File: config.mk
export PLATFORM = sky130hd
export DESIGN_NAME = neokeon_arbiter
export DESIGN_NICKNAME = d
export VERILOG_FILES = /design/src/rtl/neokeon_arbiter.sv
export SDC_FILE = /design/constraint.sdc
export NUM_CORES = 1
export LEC_CHECK = 0
export CORE_AREA = 10 10 440 442
export CTS_CLUSTER_SIZE = 8
export DETAILED_ROUTE_END_ITERATION = 16
export DIE_AREA = 0 0 450 452
export SYNTH_ARGS = -nofsm -noshare
export SYNTH_HDL_FRONTEND = slang
export SYNTH_SLANG_ARGS = --single-unit
File: constraint.sdc
create_clock -name inClk -period 4.15 [get_ports inClk]
set_input_delay 0.83 -clock inClk [delete_from_list [all_inputs] [get_ports inClk]]
set_output_delay 0.83 -clock inClk [all_outputs]
set_load 0.005 [all_outputs]
File: src/rtl/neokeon_arbiter.sv
// Round-robin front end that shares one Neokeon core between two requesters,
// with a last-key cache so an unchanged key is not rewritten into the core.
module neokeon_arbiter #(
    parameter int START_TIMEOUT = 8
) (
    input  logic         inClk,
    input  logic         inRst,
    input  logic         inReq0Valid,
    input  logic [127:0] inReq0Key,
    input  logic [127:0] inReq0Data,
    output logic         outReq0Ready,
    input  logic         inReq1Valid,
    input  logic [127:0] inReq1Key,
    input  logic [127:0] inReq1Data,
    output logic         outReq1Ready,
    output logic         outRsp0Valid,
    output logic [127:0] outRsp0Data,
    input  logic         inRsp0Ready,
    output logic         outRsp1Valid,
    output logic [127:0] outRsp1Data,
    input  logic         inRsp1Ready,
    output logic [127:0] outCoreKey,
    output logic [127:0] outCoreData,
    output logic         outCoreKeyWr,
    output logic         outCoreDataWr,
    input  logic [127:0] inCoreData,
    input  logic         inCoreBusy,
    output logic         outBusy,
    output logic         outErr
);

    typedef enum logic [2:0] {
        ST_IDLE       = 3'd0,
        ST_ISSUE      = 3'd1,
        ST_WAIT_START = 3'd2,
        ST_WAIT_DONE  = 3'd3,
        ST_RESP       = 3'd4
    } state_t;

    // Counter value one step before the timeout limit is reached.
    localparam logic [7:0] TMO_LAST = 8'(START_TIMEOUT - 2);

    state_t         state_r;
    state_t         state_nx_s;
    logic [7:0]     cnt_r;
    logic [7:0]     cnt_nx_s;
    logic           grant_r;
    logic           last_r;
    logic [127:0]   job_key_r;
    logic [127:0]   job_data_r;
    logic [127:0]   cache_key_r;
    logic           cache_valid_r;
    logic [127:0]   result_r;
    logic           err_r;
    logic           key_wr_r;
    logic           data_wr_r;
    logic           rsp0_valid_r;
    logic           rsp1_valid_r;
    logic           busy_r;

    logic           grant0_s;
    logic           grant1_s;
    logic           accept_s;
    logic [127:0]   sel_key_s;
    logic [127:0]   sel_data_s;
    logic           key_hit_s;
    logic           key_wr_nx_s;
    logic           data_wr_nx_s;
    logic           timeout_s;
    logic           load_result_s;
    logic           rsp_done_s;

    // Requester selection; ties go to whoever was not served last.
    always_comb begin
        grant0_s = 1'b0;
        grant1_s = 1'b0;
        if ((state_r == ST_IDLE) && !inRst) begin
            if (inReq0Valid && inReq1Valid) begin
                grant0_s = last_r;
                grant1_s = ~last_r;
            end else begin
                grant0_s = inReq0Valid;
                grant1_s = inReq1Valid;
            end
        end else begin
            grant0_s = 1'b0;
            grant1_s = 1'b0;
        end
    end

    assign accept_s   = grant0_s | grant1_s;
    assign sel_key_s  = grant1_s ? inReq1Key  : inReq0Key;
    assign sel_data_s = grant1_s ? inReq1Data : inReq0Data;
    assign key_hit_s  = cache_valid_r && (sel_key_s == cache_key_r);

    // Next-state and per-state control decisions.
    always_comb begin
        state_nx_s    = state_r;
        cnt_nx_s      = cnt_r;
        key_wr_nx_s   = 1'b0;
        data_wr_nx_s  = 1'b0;
        timeout_s     = 1'b0;
        load_result_s = 1'b0;
        rsp_done_s    = 1'b0;
        case (state_r)
            ST_IDLE: begin
                if (accept_s) begin
                    state_nx_s   = ST_ISSUE;
                    data_wr_nx_s = 1'b1;
                    key_wr_nx_s  = ~key_hit_s;
                end else begin
                    state_nx_s = ST_IDLE;
                end
            end
            ST_ISSUE: begin
                cnt_nx_s   = 8'd0;
                state_nx_s = ST_WAIT_START;
            end
            ST_WAIT_START: begin
                if (inCoreBusy) begin
                    state_nx_s = ST_WAIT_DONE;
                end else if (cnt_r == TMO_LAST) begin
                    timeout_s  = 1'b1;
                    state_nx_s = ST_RESP;
                end else begin
                    cnt_nx_s = cnt_r + 8'd1;
                end
            end
            ST_WAIT_DONE: begin
                if (!inCoreBusy) begin
                    load_result_s = 1'b1;
                    state_nx_s    = ST_RESP;
                end else begin
                    state_nx_s = ST_WAIT_DONE;
                end
            end
            ST_RESP: begin
                if (grant_r ? inRsp1Ready : inRsp0Ready) begin
                    rsp_done_s = 1'b1;
                    state_nx_s = ST_IDLE;
                end else begin
                    state_nx_s = ST_RESP;
                end
            end
            default: begin
                state_nx_s = ST_IDLE;
            end
        endcase
    end

    // Control state, strobes and response flags, all registered.
    always_ff @(posedge inClk) begin
        if (inRst) begin
            state_r      <= ST_IDLE;
            cnt_r        <= 8'd0;
            grant_r      <= 1'b0;
            last_r       <= 1'b1;
            key_wr_r     <= 1'b0;
            data_wr_r    <= 1'b0;
            rsp0_valid_r <= 1'b0;
            rsp1_valid_r <= 1'b0;
            busy_r       <= 1'b0;
            err_r        <= 1'b0;
        end else begin
            state_r      <= state_nx_s;
            cnt_r        <= cnt_nx_s;
            key_wr_r     <= key_wr_nx_s;
            data_wr_r    <= data_wr_nx_s;
            rsp0_valid_r <= (state_nx_s == ST_RESP) && !grant_r;
            rsp1_valid_r <= (state_nx_s == ST_RESP) && grant_r;
            busy_r       <= (state_nx_s != ST_IDLE);
            if (accept_s) begin
                grant_r <= grant1_s;
            end
            if (rsp_done_s) begin
                last_r <= grant_r;
            end
            if (timeout_s) begin
                err_r <= 1'b1;
            end
        end
    end

    // Job capture, key cache and result register.
    always_ff @(posedge inClk) begin
        if (inRst) begin
            job_key_r     <= 128'd0;
            job_data_r    <= 128'd0;
            cache_key_r   <= 128'd0;
            cache_valid_r <= 1'b0;
            result_r      <= 128'd0;
        end else begin
            if (accept_s) begin
                job_key_r  <= sel_key_s;
                job_data_r <= sel_data_s;
            end
            // key_wr_r is high only during ISSUE, so the cache tracks the core.
            if (key_wr_r) begin
                cache_key_r   <= job_key_r;
                cache_valid_r <= 1'b1;
            end
            if (timeout_s) begin
                cache_valid_r <= 1'b0;
                result_r      <= 128'd0;
            end
            if (load_result_s) begin
                result_r <= inCoreData;
            end
        end
    end

    assign outReq0Ready  = grant0_s;
    assign outReq1Ready  = grant1_s;
    assign outRsp0Valid  = rsp0_valid_r;
    assign outRsp1Valid  = rsp1_valid_r;
    assign outRsp0Data   = result_r;
    assign outRsp1Data   = result_r;
    assign outCoreKey    = job_key_r;
    assign outCoreData   = job_data_r;
    assign outCoreKeyWr  = key_wr_r;
    assign outCoreDataWr = data_wr_r;
    assign outBusy       = busy_r;
    assign outErr        = err_r;

endmodule

# Word level (Yosys, flattened, before mapping)
# Cells that the tools add are included.
classes:
  n_mux: 26
  bitwise: 5
  n_eq_ne: 9
  add_sub_neg: 1
  n_mul: 0
  magnitude_cmp: 0
  n_div: 0
  shift: 0
  reduce_logical: 15
ops:
  columns: ["cell", "n"]
  rows:
  - ["2-to-1 mux 128 bit", 4]
  - ["== test 128 bit", 1]
  - ["2-to-1 mux 8 bit", 2]
  - ["one-hot mux 8 bit (2 select lines)", 1]
  - ["one-hot mux 3 bit (5 select lines)", 1]
  - ["2-to-1 mux 1 bit", 14]
  - ["2-to-1 mux 3 bit", 4]
  - ["adder 8 x 1 -> 8 bit (second input constant)", 1]
  - ["== test 8 x 3 -> 1 bit (second input constant)", 1]
  - ["== test 3 x 2 -> 1 bit (second input constant)", 2]
  - ["== test 3 bit (second input constant)", 2]
  - ["logical AND 1 bit", 5]
  - ["inequality test 2 bit (second input constant)", 2]
  - ["NOT 1 bit", 4]
  - ["nonzero test 2 bit", 2]
  - ["OR reduction 2 bit", 2]
  - ["== test 3 x 1 -> 1 bit (second input constant)", 1]
  - ["logical NOT 3 bit", 1]
  - ["AND reduction 3 bit", 1]
  - ["nonzero test 3 bit", 1]
  - ["OR reduction 3 bit", 1]
  - ["logical NOT 1 bit", 2]
  - ["OR 1 bit", 1]
totals:
  output_inout_bits: 520
  in_bits: 647
  ram_bits: 0
  ff_bits: 532
  mem_bits_ro: 0
  mem_count: 0
  latch_bits: 0

# Depth between registers and ports, before layout
logic_depth:
  word_depth: 8
  ltp_mapped: 13
  mapped_depth_nobuf: 10

# Least setup slack after synthesis
# OpenSTA, ideal clock, no wires.
synth_path:
  kind: "input-to-reg"
  from: "in inRst"
  to: "reg key_wr_r, in the netlist outCoreKeyWr"
  slack_ns: 0.848
  cell_stages: 9
  arrival_ns: 3.175
  cell_sequence: "clkbuf_1 -> or4_4 -> o21ai_1 -> o221ai_1 -> or4_1 -> or4_1 -> nor4_1 -> and4_1 -> nor2_1"
synth_via:
  elab_chain_len: 7
  word_cells_on_any_way: 11
  cone_classes: "eq/ne: 1; mux: 3; bitwise: 3; reduce/logical: 4"
synth_lines:
  columns: ["item", "line_no", "source"]
  rows:
  - ["start, declared", "7", "input logic inRst,"]
  - ["logical NOT 1 bit", "77", "if ((state_r == ST_IDLE) && !inRst) begin"]
  - ["logical AND 1 bit", "77", null]
  - ["2-to-1 mux 1 bit", "77", null]
  - ["2-to-1 mux 128 bit", "92", "assign sel_key_s = grant1_s ? inReq1Key : inReq0Key;"]
  - ["== test 128 bit", "94", "assign key_hit_s = cache_valid_r && (sel_key_s == cache_key_r);"]
  - ["logical AND 1 bit", "94", null]
  - ["NOT 1 bit", "110", "key_wr_nx_s = ~key_hit_s;"]
  - ["end signal, assigned", "167", "key_wr_r <= key_wr_nx_s;"]
  - ["end, declared", "55", "logic key_wr_r;"]
# Parallel ways exist; a longest one is shown, timed or not.
# A chain may end at the register's enable or synchronous reset.

# Worst setup path in the final report
layout_path:
  from: "in inReq0Valid"
  to: "out outReq1Ready"
layout_via:
  elab_chain_len: 3
layout_lines:
  columns: ["item", "line_no", "source"]
  rows:
  - ["start, declared", "8", "input logic inReq0Valid,"]
  - ["logical AND 1 bit", "78", "if (inReq0Valid && inReq1Valid) begin"]
  - ["2-to-1 mux 1 bit", "78", null]
  - ["2-to-1 mux 1 bit", "77", null]
  - ["end, declared", "15", "output logic outReq1Ready,"]
# No other way between the ends.

==> summary by stage <==
Status
The flow ran to the end, and the final reports show no timing, DRC or antenna violations.

Setup path
The required time of the worst setup path is 3320 ps. The cell with the most instances on the worst path is sky130_fd_sc_hd__clkdlybuf4s50_1. The largest single stage delay on the critical path is 700 ps. The critical-path maximum fanout is 20. On the critical path, the stage with the largest delay is an instance of sky130_fd_sc_hd__clkdlybuf4s50_1.

The critical path data arrival time is 3120 ps. Walking the worst path, the cells encountered are clkdlybuf4s50_1, a21boi_4, nand2_4, inv_8, buf_12, buf_4, clkdlybuf4s50_1. The worst setup path is of the input port to output port kind. The cell type group with the largest total delay on the critical path is buffers and inverters. The element type at the critical path end is an output port.

The count of buffer and inverter cells on the critical path is 5. The startpoint class of the critical path is an input port.

Logic synthesis
The distinct cell type count of the synthesized netlist is 63. For this run, the leading register cell type out of synthesis is sky130_fd_sc_hd__dfxtp_1. The synthesized design spends more area on one cell type than any other, namely sky130_fd_sc_hd__dfxtp_1.

Counting flops with an async set or reset pin after synthesis yields a share of 0%. A synthesized cell averages 8.09 um^2. The commonest cells after synthesis are 532 x sky130_fd_sc_hd__dfxtp_1, 489 x sky130_fd_sc_hd__nand2_1, 397 x sky130_fd_sc_hd__nor2_1. The synthesized netlist occupies a cell area of 0.0251 mm^2.

The number of warnings reported in the yosys synthesis log is 0. In the post-synthesis netlist, the biggest area contributors are sky130_fd_sc_hd__dfxtp_1 42%, sky130_fd_sc_hd__nand2_1 7.3%, sky130_fd_sc_hd__a311oi_1 7.3%, sky130_fd_sc_hd__mux2i_1 6.2%, sky130_fd_sc_hd__nor2_1 5.9%. The number of enable-type register cells in the synthesized netlist is 0. The post-synthesis net count is 3749. The sequential fraction of the synthesis area is 42.5%. The post-synthesis cell count is 3100. Of the post-synthesis cell area, the dominant cell type holds 42.5%.

The most instantiated library cell after synthesis is sky130_fd_sc_hd__dfxtp_1. The number of synthesized register bits is 532.

CTS
Clock-pin slew was measured on the worst setup and hold paths at 50 ps. Counting the buffers created by CTS gives 80. The number of clock sinks seen by CTS is 532. The clock latency on the worst-skew pair is 720 ps.

The CTS tree is built. The number of H-tree branching levels is 3. Counting along the longest clock path gives a buffer depth of 3. The post-cts repair resize count is 0. The root buffer cell chosen for the clock tree is sky130_fd_sc_hd__clkbuf_16.

Floorplan
The die is 450 um wide. The floorplan step defined a die boundary enclosing 0.203 mm^2. The height of the chip is 452 um.

The cell row count is 158. The starting density of the core is 13.6%. The floorplan step defined a core boundary enclosing 0.185 mm^2.

The number of I/O pins is 1167.

Min path
The type of the tightest min-delay check is input port to register.

GRT
The first global-routing pass estimated 245 mm of wire. The number of global-route vias before repair is 27.5k. Global routing used 17.3% of the available tracks. The number of antenna violations at the first check in global routing was 58. Entering global routing, the biggest net connects 176 pins. The residual overflow from global routing is 0.

Finish
In the final design database the tool counted 4709 nets. The filler cell count is 20.5k. The proportion of layout cells with a drive suffix above 1 is 5.07%.

Cells fill 22.3% of the core in the end. The final standard cell area without fillers is 0.0412 mm^2. Compared with the post-synthesis result, the final layout area differs by 64.4%. The post-layout instance count excluding filler cells is 6576.

Job
The count of max-cap constraint violations is 0.

STA
Timing would allow up to 253 MHz. The largest clock skew in the final design is 48.9 ps. The worst pin sits at a relative slew slack of 17.1%.

The number of hold-slack violations in the final timing report is 0. In the finished design, the share of the clock period the worst path needs comes to 95.3%. The count of final setup violators is 0.

The number of slew-limit violations in the final report is 0. Setup repair after global routing left no endpoint under its margin. The clock period minus final worst setup slack is 3950 ps. The transition at the pin with the smallest max-transition slack is 1240 ps.

Route
After detailed routing, the number of vias per cell comes to 4.30. In this run the remaining antenna-violating nets after routing total 0. The initial detailed-routing violation count is 2744. The number of DRC violations after detailed routing is 0.

The number of vias after detailed routing is 28.3k. Dividing the detail-routed wire length by the instance count gives 28.5 um. The first-pass iteration count of the detailed router is 6.

For this block, the routed nets add up to 187 mm of wire.

Place
After legalization and detailed placement, the total HPWL measured 156 mm. The number of port buffers is 1166. The weighted congestion reported at the end of routability-driven placement is 0.969. Including well taps, the total number of placed cells is 6456. The standard cell area after detailed placement is 0.0388 mm^2.

Power and ir drop
In this run the power density over the cells is 391 mW/mm^2. The static leakage power is 14.3 nW. The completed layout was analyzed and its total power is 16.1 mW. The maximum ir drop on the vdd rail is 0.000272 V.
==> layer usage <==
layer	routed length [um]	vias up	share of wire (%)	global-route usage, %
li1	-	12700	-	-
met1	65400	13800	35	17.9
met2	89300	1424	48	29.2
met3	23700	357	13	9.05
met4	8680	10	4.6	7.02
met5	70	-	0.037	0
==> what timing repair did <==
item | CTS | global route
hold buffers | 0 | 0
endpoints found under the setup margin | 0 | 1
buffers inserted | 0 | 2
==> layout by cell type, fill, tap and decap left out, types with 76 or more instances in the layout <==
master | synthesis | layout
sky130_fd_sc_hd__clkdlybuf4s50_1 | 0 | 1165
sky130_fd_sc_hd__dfxtp_1 | 532 | 531
sky130_fd_sc_hd__nand2_1 | 489 | 487
sky130_fd_sc_hd__nor2_1 | 397 | 397
sky130_fd_sc_hd__a311oi_1 | 208 | 208
sky130_fd_sc_hd__nand3_1 | 188 | 188
sky130_fd_sc_hd__a21oi_1 | 170 | 170
sky130_fd_sc_hd__mux2i_1 | 156 | 156
sky130_fd_sc_hd__clkbuf_16 | 0 | 80
sky130_fd_sc_hd__buf_4 | 130 | 76
==> registers in the layout (all words and copies together) (netlist names) <==
| register | cells |
|---|---|
| outRsp0Data | 128 |
| cnt_r | 8 |
| outCoreData | 128 |
| state_r | 3 |
| outCoreDataWr | 1 |
| outCoreKey | 128 |
| grant_r | 1 |
| outRsp1Valid | 1 |
| outErr | 1 |
| cache_valid_r | 1 |
| outRsp0Valid | 1 |
| last_r | 1 |
| cache_key_r | 128 |
| outBusy | 1 |
| outCoreKeyWr | 1 |
==> metrics by stage <==
step | setup slack (ps) | TNS [ps] | hold slack, ps
after CTS | 54.0 | 0 | 265
after detailed placement | -2.55 | -2.55 | 439
after global placement | -39.0 | -39.0 | 432
final | 196 | 0 | 333
after global routing | 115 | 0 | 295
after floorplan | 848 | 0 | 442
==> worst paths after layout <==
check | depth (start not counted) | start | slack [ps] | to
worst max-delay path | 7 | inReq0Valid | 200 | outReq1Ready
worst min-delay path | 2 | inRst | 330 | cnt_r[1]$_SDFFE_PP0P_
worst max register to register | 10 | state_r[2]$_SDFF_PP0_ | 610 | outCoreKeyWr$_SDFF_PP0_
worst min register to register | 2 | outErr$_SDFFE_PP0P_ | 440 | outErr$_SDFFE_PP0P_
==> cell type report <==
class                           count  area (um^2)  area share (%)
Antenna cell                       16         40.0          0.0972
Clock buffer                       90         2100            5.10
Clock inverter                     12          216           0.525
Inverter                           48          195           0.474
Multi-Input combinational cell   2138        12300            29.8
Sequential cell                   532        10700            25.9
Tap cell                         2480         3100            7.53
Timing Repair Buffer             1260        12600            30.6
==> cells by family (layout without fill, tap and decap cells) <==
| kind of cell | Yosys count | count (layout) | share of synthesized area (%) |
|---|---|---|---|
| buffers and inverters | 430 | 1410 | 8.65 |
| XOR/XNOR | 43 | 43 | 1.50 |
| other | 0 | 16 | 0 |
| AO/OA/AOI/OAI | 625 | 625 | 17.7 |
| adder cells (fa/ha/maj) | 2 | 2 | 0.0998 |
| AND/OR/NAND/NOR | 1310 | 1310 | 23.2 |
| multiplexers | 158 | 158 | 6.32 |
| flip-flops | 532 | 532 | 42.5 |
==> worst reg2reg max path: stages (launching register included) <==
cell and delay (ps):
sky130_fd_sc_hd__dfxtp_1 430, sky130_fd_sc_hd__or4_4 660, sky130_fd_sc_hd__buf_12 210, sky130_fd_sc_hd__buf_4 250, sky130_fd_sc_hd__o22ai_1 180, sky130_fd_sc_hd__nand3_1 310
sky130_fd_sc_hd__a2111oi_0 530, sky130_fd_sc_hd__nand4_1 240, sky130_fd_sc_hd__nor4_1 360, sky130_fd_sc_hd__and4_1 230, sky130_fd_sc_hd__nor2_1 40
==> report_power, final <==
group          switching (mW)  internal, mW
Combinational            2.01          1.79
Sequential              0.410          5.51
Clock                    2.68          3.69
Power figures use the tool's default switching activity.
